==> src/rtl/seq_mult_sx.sv <==
// Sequential shift-add multiplier (signed or unsigned) with valid/ready handshakes
// and optional output scaling: arithmetic shift, round-half-up, saturation.
module seq_mult_sx #(
    parameter int unsigned A_W    = 8,
    parameter int unsigned B_W    = 9,
    parameter int unsigned SIGNED = 1,
    parameter int unsigned SHIFT  = 0,
    parameter int unsigned ROUND  = 0,
    parameter int unsigned SAT    = 0,
    parameter int unsigned OUT_W  = 17
) (
    input  logic             clk,
    input  logic             rst_n,
    input  logic             in_valid,
    output logic             in_ready,
    input  logic [A_W-1:0]   a,
    input  logic [B_W-1:0]   b,
    output logic             out_valid,
    input  logic             out_ready,
    output logic [OUT_W-1:0] out,
    output logic             ovf,
    output logic             busy
);

    localparam int unsigned P_W    = A_W + B_W;
    // Scaling width: one guard bit above the product, and wide enough for the range check.
    localparam int unsigned E_W    = ((P_W + 1) > (OUT_W + 1)) ? (P_W + 1) : (OUT_W + 1);
    localparam int unsigned C_W    = (A_W > 1) ? $clog2(A_W) : 1;
    localparam int unsigned RND_SH = (SHIFT > 0) ? (SHIFT - 1) : 0;
    localparam logic [E_W-1:0] RND = ((ROUND != 0) && (SHIFT > 0)) ? (E_W'(1) << RND_SH) : '0;

    typedef enum logic [1:0] {
        ST_IDLE = 2'd0,
        ST_MULT = 2'd1,
        ST_DONE = 2'd2
    } state_e;

    state_e             state_q, state_d;
    logic [C_W-1:0]     count_q, count_d;
    logic [P_W-1:0]     acc_q, acc_d;
    logic [P_W-1:0]     mcand_q, mcand_d;
    logic [A_W-1:0]     a_q, a_d;
    logic [OUT_W-1:0]   out_q, out_d;
    logic               ovf_q, ovf_d;
    logic               out_valid_q, out_valid_d;
    logic               in_ready_q, in_ready_d;
    logic               busy_q, busy_d;

    logic               last;
    logic               b_sx;
    logic [P_W-1:0]     b_ext;
    logic [P_W-1:0]     addend;
    logic [P_W-1:0]     acc_nxt;

    logic               p_sx;
    logic [E_W-1:0]     r;
    logic signed [E_W-1:0] r_s;
    logic [E_W-1:0]     s_arith;
    logic [E_W-1:0]     s_log;
    logic [E_W-1:0]     s;
    logic [E_W-OUT_W:0] s_top;
    logic               ovf_sc;
    logic [OUT_W-1:0]   sat_val;
    logic [OUT_W-1:0]   out_sc;

    assign last = (count_q == C_W'(A_W - 1));

    // Extend the multiplicand to the full product width.
    always_comb begin
        b_sx  = (SIGNED != 0) && b[B_W-1];
        b_ext = {{A_W{b_sx}}, b};
    end

    // One partial-product step; the signed MSB of a carries negative weight.
    always_comb begin
        addend = a_q[count_q] ? mcand_q : '0;
        if ((SIGNED != 0) && last) begin
            acc_nxt = acc_q - addend;
        end else begin
            acc_nxt = acc_q + addend;
        end
    end

    // Round, shift, range-check and optionally saturate the final product.
    always_comb begin
        p_sx    = (SIGNED != 0) && acc_nxt[P_W-1];
        r       = {{(E_W - P_W){p_sx}}, acc_nxt} + RND;
        r_s     = r;
        s_arith = r_s >>> SHIFT;
        s_log   = r >> SHIFT;
        s       = (SIGNED != 0) ? s_arith : s_log;
        s_top   = s[E_W-1:OUT_W-1];
        if (SIGNED != 0) begin
            ovf_sc  = !((&s_top) || !(|s_top));
            sat_val = s[E_W-1] ? {1'b1, {(OUT_W-1){1'b0}}} : {1'b0, {(OUT_W-1){1'b1}}};
        end else begin
            ovf_sc  = |s_top[E_W-OUT_W:1];
            sat_val = {OUT_W{1'b1}};
        end
        out_sc = ((SAT != 0) && ovf_sc) ? sat_val : s[OUT_W-1:0];
    end

    // Next-state and register-input logic.
    always_comb begin
        state_d     = state_q;
        count_d     = count_q;
        acc_d       = acc_q;
        mcand_d     = mcand_q;
        a_d         = a_q;
        out_d       = out_q;
        ovf_d       = ovf_q;
        out_valid_d = out_valid_q;
        unique case (state_q)
            ST_IDLE: begin
                if (in_valid) begin
                    a_d     = a;
                    mcand_d = b_ext;
                    acc_d   = '0;
                    count_d = '0;
                    state_d = ST_MULT;
                end
            end
            ST_MULT: begin
                acc_d   = acc_nxt;
                mcand_d = mcand_q << 1;
                count_d = count_q + C_W'(1);
                if (last) begin
                    out_d       = out_sc;
                    ovf_d       = ovf_sc;
                    out_valid_d = 1'b1;
                    state_d     = ST_DONE;
                end
            end
            ST_DONE: begin
                if (out_ready) begin
                    out_valid_d = 1'b0;
                    state_d     = ST_IDLE;
                end
            end
            default: begin
                state_d = ST_IDLE;
            end
        endcase
        in_ready_d = (state_d == ST_IDLE);
        busy_d     = (state_d != ST_IDLE);
    end

    // State and datapath registers.
    always_ff @(posedge clk or negedge rst_n) begin
        if (!rst_n) begin
            state_q     <= ST_IDLE;
            count_q     <= '0;
            acc_q       <= '0;
            mcand_q     <= '0;
            a_q         <= '0;
            out_q       <= '0;
            ovf_q       <= 1'b0;
            out_valid_q <= 1'b0;
            in_ready_q  <= 1'b1;
            busy_q      <= 1'b0;
        end else begin
            state_q     <= state_d;
            count_q     <= count_d;
            acc_q       <= acc_d;
            mcand_q     <= mcand_d;
            a_q         <= a_d;
            out_q       <= out_d;
            ovf_q       <= ovf_d;
            out_valid_q <= out_valid_d;
            in_ready_q  <= in_ready_d;
            busy_q      <= busy_d;
        end
    end

    assign in_ready  = in_ready_q;
    assign out_valid = out_valid_q;
    assign out       = out_q;
    assign ovf       = ovf_q;
    assign busy      = busy_q;

endmodule

==> config.mk <==
export PLATFORM = sky130hd
export DESIGN_NAME = seq_mult_sx
export DESIGN_NICKNAME = d
export VERILOG_FILES = /design/src/rtl/seq_mult_sx.sv
export SDC_FILE = /design/constraint.sdc
export NUM_CORES = 1
export LEC_CHECK = 0
export ABC_AREA = 1
export ABC_CLOCK_PERIOD_IN_PS = 7300
export CORE_ASPECT_RATIO = 1.1
export CORE_MARGIN = 5
export CORE_UTILIZATION = 62
export DETAILED_ROUTE_END_ITERATION = 6
export PLACE_DENSITY = 0.85
export SYNTH_ARGS = -nofsm -noshare
export SYNTH_HDL_FRONTEND = slang
export SYNTH_SLANG_ARGS = --single-unit
==> constraint.sdc <==
create_clock -name clk -period 7.3 [get_ports clk]
set_input_delay 1.46 -clock clk [delete_from_list [all_inputs] [get_ports clk]]
set_output_delay 1.46 -clock clk [all_outputs]
set_load 0.005 [all_outputs]
# --- Yosys cells after proc, flatten, opt, wreduce, memory -nomap -nowiden ---
# Cells that the tools add are included.
totals:
  in_bits: 21
  word_cells: 45
  reg_bits: 67
  output_inout_bits: 21
classes:
  addsub: 3
  magnitude_cmp: 1
  n_eq_ne: 6
  reduce_logical: 9
  mux: 17
ops:
  columns: ["operator", "n"]
  rows:
  - ["$mux W17", 4]
  - ["$pmux W17 S2", 2]
  - ["$add A17 B17 Y17", 1]
  - ["$sub A17 B17 Y17", 1]
  - ["$mux W2", 3]
  - ["$ne A2 B2 Y1 const B", 3]
  - ["$pmux W2 S3", 1]
  - ["$pmux W3 S2", 1]
  - ["$reduce_and A2 Y1", 3]
  - ["$reduce_bool A2 Y1", 3]
  - ["$logic_not A2 Y1", 2]
  - ["$lt A3 B4 Y1 const B", 1]
  - ["$add A3 B1 Y3 const B", 1]
  - ["$bmux W1 S3", 1]
  - ["$eq A3 B3 Y1 const B", 1]
  - ["$mux W1", 3]
  - ["$mux W3", 1]
  - ["$reduce_and A3 Y1", 1]
  - ["$eq A2 B1 Y1 const B", 1]
  - ["$eq A2 B2 Y1 const B", 1]
  - ["$pmux W1 S2", 1]

# --- Depth between registers and ports, before layout ---
logic_depth:
  ltp_word: 6
  mapped_depth: 25
  mapped_depth_nobuf: 24

# --- Least setup slack after synthesis ---
# OpenSTA, ideal clock, no wires.
synth_path:
  path_type: "reg2reg"
  startpoint: "register count_q[0]"
  endpoint: "register acc_q[13]"
  path_buffers: 1
  required_ns: 7.183
  stages_incl_launch_ff: 23
  setup_slack_ns: 4.053
  setup_time_ns: 0.117
  arrival_ns: 3.130
  synth_period_minus_slack_ns: 3.247
  path_cell_list: "dfrtp_1 > inv_2 > nand2_1 > nand3_2 > nand3_2 > nand2_4 > buf_12 > nor2_1 > inv_1 > ha_1 > nand2_1 > nor2_2 > a21oi_1 > xor2_1 > inv_1 > ha_1 > a21o_1 > a31oi_1 > nand3_1 > a31o_2 > or2_1 > nand3_1 > nand2_1"
synth_between:
  elab_chain_cells: 6
  elab_cells_between_ends: 8
  classes_between: "2 x add/sub; 1 x eq/ne; 5 x mux"
synth_lines:
  columns: ["element", "line_no", "source"]
  rows:
  - ["start, declared", "39", "logic [C_W-1:0] count_q, count_d;"]
  - ["start signal, assigned", "163", "count_q <= count_d;"]
  - ["$bmux W1 S3", "76", "addend = a_q[count_q] ? mcand_q : '0;"]
  - ["$mux W1 (implied by the code)", "76", null]
  - ["$mux W17", "76", null]
  - ["$add A17 B17 Y17 / $sub A17 B17 Y17 (equally long branches)", "80, 78", null]
  - ["$mux W17 *", "77", "if ((SIGNED != 0) && last) begin"]
  - ["$pmux W17 S2 *", "113", "unique case (state_q)"]
  - ["end signal, assigned", "153", "acc_q <= '0;"]
  - ["end signal, assigned", "164", "acc_q <= acc_d;"]
  - ["end, declared", "40", "logic [P_W-1:0] acc_q, acc_d;"]
# Every way passes the cells marked *; elsewhere a longest branch is shown, timed or not. The select of a mux whose other input is x is not followed.
# A chain may end at the register's enable or synchronous reset.

# --- Worst setup path in the final report ---
# Same ends and word-level chain as after synthesis.

==> metrics.cfg <==
[run_status]
status=complete, no violations

[worst_setup_path]
crit_required_ps=7550
critical-path-max-stage-delay_ps=490
r2r_end=acc_q[13]
crit_type=flop to flop
critPathMaxFanout=15
endpoint_kind=flop
crit_path_frequent_cell=inv_1
start_kind=flop
rr_worst_depth=20
r2r-start=count_q[0]
rrSetupSlack_ps=3620
crit_chain=inv_2, nand2_1, nand3_2, nand3_2, nand2_4, nor2_1, inv_1, ha_1, inv_1, o21ai_0, inv_1, ha_1, a21oi_1, o21ai_1, nand4_1, nand3_1, a31o_2, or2_1, nand3_1, nand2_1
worstPathArrival_ps=3940
crit_path_top_delay_cell=dfrtp_1

[timing]
finClkSkew_ps=13.6
drv_slew=0
relSlewSlack=0.440
final.setup.tns_ps=0
max_freq_mhz=271
layout_setup_ws_ps=3620
finalHoldViolCount=0
setup_viol=0
fin_crit_ps=3680
tightest_slew_ps=840
rsz0062_at_grt=false
fin_crit_sh=0.505

[floorplan]
design.die.area_um2=8440
num_io_pins=42
initial_core_util=0.634
die_x_um=88.0
die-height_um=95.8
core_area_um2=6560
num_rows=31

[global_route]
antenna_found_initial=0
grt_pass1_wl_mm=15.9
grt_overflow_total=0
grt_max_degree=68
grt_pass1_vias=3508
grtUsageTotal=0.242

[min_path]
worstHoldPathType=flop to flop
min_to=out[12]
holdPathStages=2
worstHoldStart=out[12]

[layout]
drive_gt1_frac=0.113
n_fill_cell=493
n_antenna_cell=0
area_growth_pct=15.1
final_cell_mix=nand2_1, inv_1, dfrtp_1
fin_nets=586
final_common_cell=nand2_1

[clock_tree]
htree_levels=3
root_buffer=clkbuf_8
clk_latency_ps=360
cts.sinks=67
cts_made_buffers=9
cts_tree=done
clock_path_buffers=2
cts_hold_buf=0
post_cts_buffers=0
cts_resized=0
clk_pin_slew_ps=80

[route]
vias_per_cell=5.72
dr.pass1.iters=5
drtAntennaViolNets=0
drtIter0Drc=140
wl_mm=9.75
drc=0
vias=3613
wl_per_cell_um=15.4

[yosys]
muxShareOfSynthArea=0
syn_avg_cell_area_um2=8.19
synth_top_family_by_area=simple AND/OR/NAND/NOR gates
synth-adder-area-share=0.0621
syn_inst=507
synthXorXnorAreaFrac=0.0443
yosys.area_share.simple=0.242
yosysSeqAreaShare=0.404
synth_cell_types=48
syn_area_um2=4150
yosys_warnings=0
mappedNetlistNets=548
synth_seq_cells=67
synth_compound_area_frac=0.162

[placed_design]
hpwl_mm=7.00
post-place-ws_ps=3760
io_buffers=40
gp_congestion=0.945

[flow_run]
cap_viol_max_count=0

-- metrics by stage --
| stage | instances | hold WS (ps) | area [um^2] | utilization |
|---|---|---|---|---|
| final | 632 | 481 | 4780 | 0.729 |
| after global routing | 632 | 495 | 4780 | 0.729 |
| after CTS | 632 | 485 | 4780 | 0.729 |
| after detailed placement | 616 | 464 | 4580 | 0.698 |
| after global placement | 616 | 463 | 4580 | 0.698 |
| after floorplan | 507 | 449 | 4150 | - |
-- area by class of cell --
class	instances	area, um^2	area share
clock buffers	10	138	0.0288
repair buffers	43	418	0.0874
inverters	68	255	0.0534
multi-input cells	356	2120	0.444
well taps	82	103	0.0215
clock inverters	6	65.1	0.0136
flip-flops and latches	67	1680	0.351
-- synth_stat cells (all sizes together) --
| library cell | instances | share of area |
|---|---|---|
| o41ai | 3 | 0.0081 |
| a32o | 1 | 0.0024 |
| a31o | 1 | 0.0021 |
| a31oi | 4 | 0.0096 |
| conb | 1 | 0.00090 |
| a21o | 3 | 0.0054 |
| o21ai | 48 | 0.060 |
| nand2 | 129 | 0.12 |
| a21oi | 19 | 0.027 |
| inv | 68 | 0.061 |
| nor3b | 1 | 0.0030 |
| dfstp | 1 | 0.0063 |
| o22ai | 2 | 0.0030 |
| o221ai | 5 | 0.011 |
| nor2 | 29 | 0.042 |
| nand4 | 5 | 0.0075 |
| o31ai | 1 | 0.0018 |
| xnor2 | 8 | 0.017 |
| o21a | 1 | 0.0018 |
| ha | 19 | 0.057 |
| nor3 | 9 | 0.011 |
| buf | 9 | 0.017 |
| xor2 | 13 | 0.027 |
| or2 | 3 | 0.0045 |
| dfrtp | 66 | 0.40 |
| nand3 | 32 | 0.049 |
| fa | 1 | 0.0048 |
| clkbuf | 7 | 0.0063 |
| nand3b | 2 | 0.0036 |
| o211ai | 7 | 0.013 |
| o21bai | 2 | 0.0036 |
| a221oi | 7 | 0.015 |
-- critical path, delay by kind of cell (launching register included) --
kind                       cells  cell delay [ps]
and+or+nand+nor               10             1350
AOI/OAI and AO/OA              4              990
DFF                            1              490
adders and majority gates      2              480
buffers and inverters          4              280
-- sequential cells by signal, summed over array words and instances (netlist names) --
name,cells
out_valid,1
a_q,8
mcand_q,17
state_q,2
in_ready,1
busy,1
count_q,3
acc_q,17
out,17
-- worst max path at each step --
| stage | endpoint | from | slack [ps] | depth (start not counted) |
|---|---|---|---|---|
| after global placement | acc_q[16] | count_q[0] | 3860 | 23 |
| after global routing | out[13] | count_q[0] | 3340 | 20 |
| after detailed placement | acc_q[13] | count_q[0] | 3760 | 21 |
| after CTS | acc_q[13] | count_q[0] | 3680 | 20 |
| final | acc_q[13] | count_q[0] | 3620 | 20 |
| after floorplan | acc_q[13] | count_q[0] | 4050 | 22 |
-- routing by layer --
metal | wire, um | GRT usage
met2 | 4800 | 0.429
met1 | 4170 | 0.289
met5 | 0 | 0
met4 | 261 | 0.106
met3 | 513 | 0.0394
-- cells by family (layout without fill, tap and decap cells) --
logic type,after synthesis,after routing
XOR/XNOR,21,21
adder cells (fa/ha/maj),20,20
other,1,1
AND/OR/NAND/NOR,210,210
AO/OA/AOI/OAI,104,104
buffers and inverters,84,127
flip-flops,67,67
Power is not shown: default switching activity piles up to over one toggle a cycle in this logic, so the estimate is an artifact.
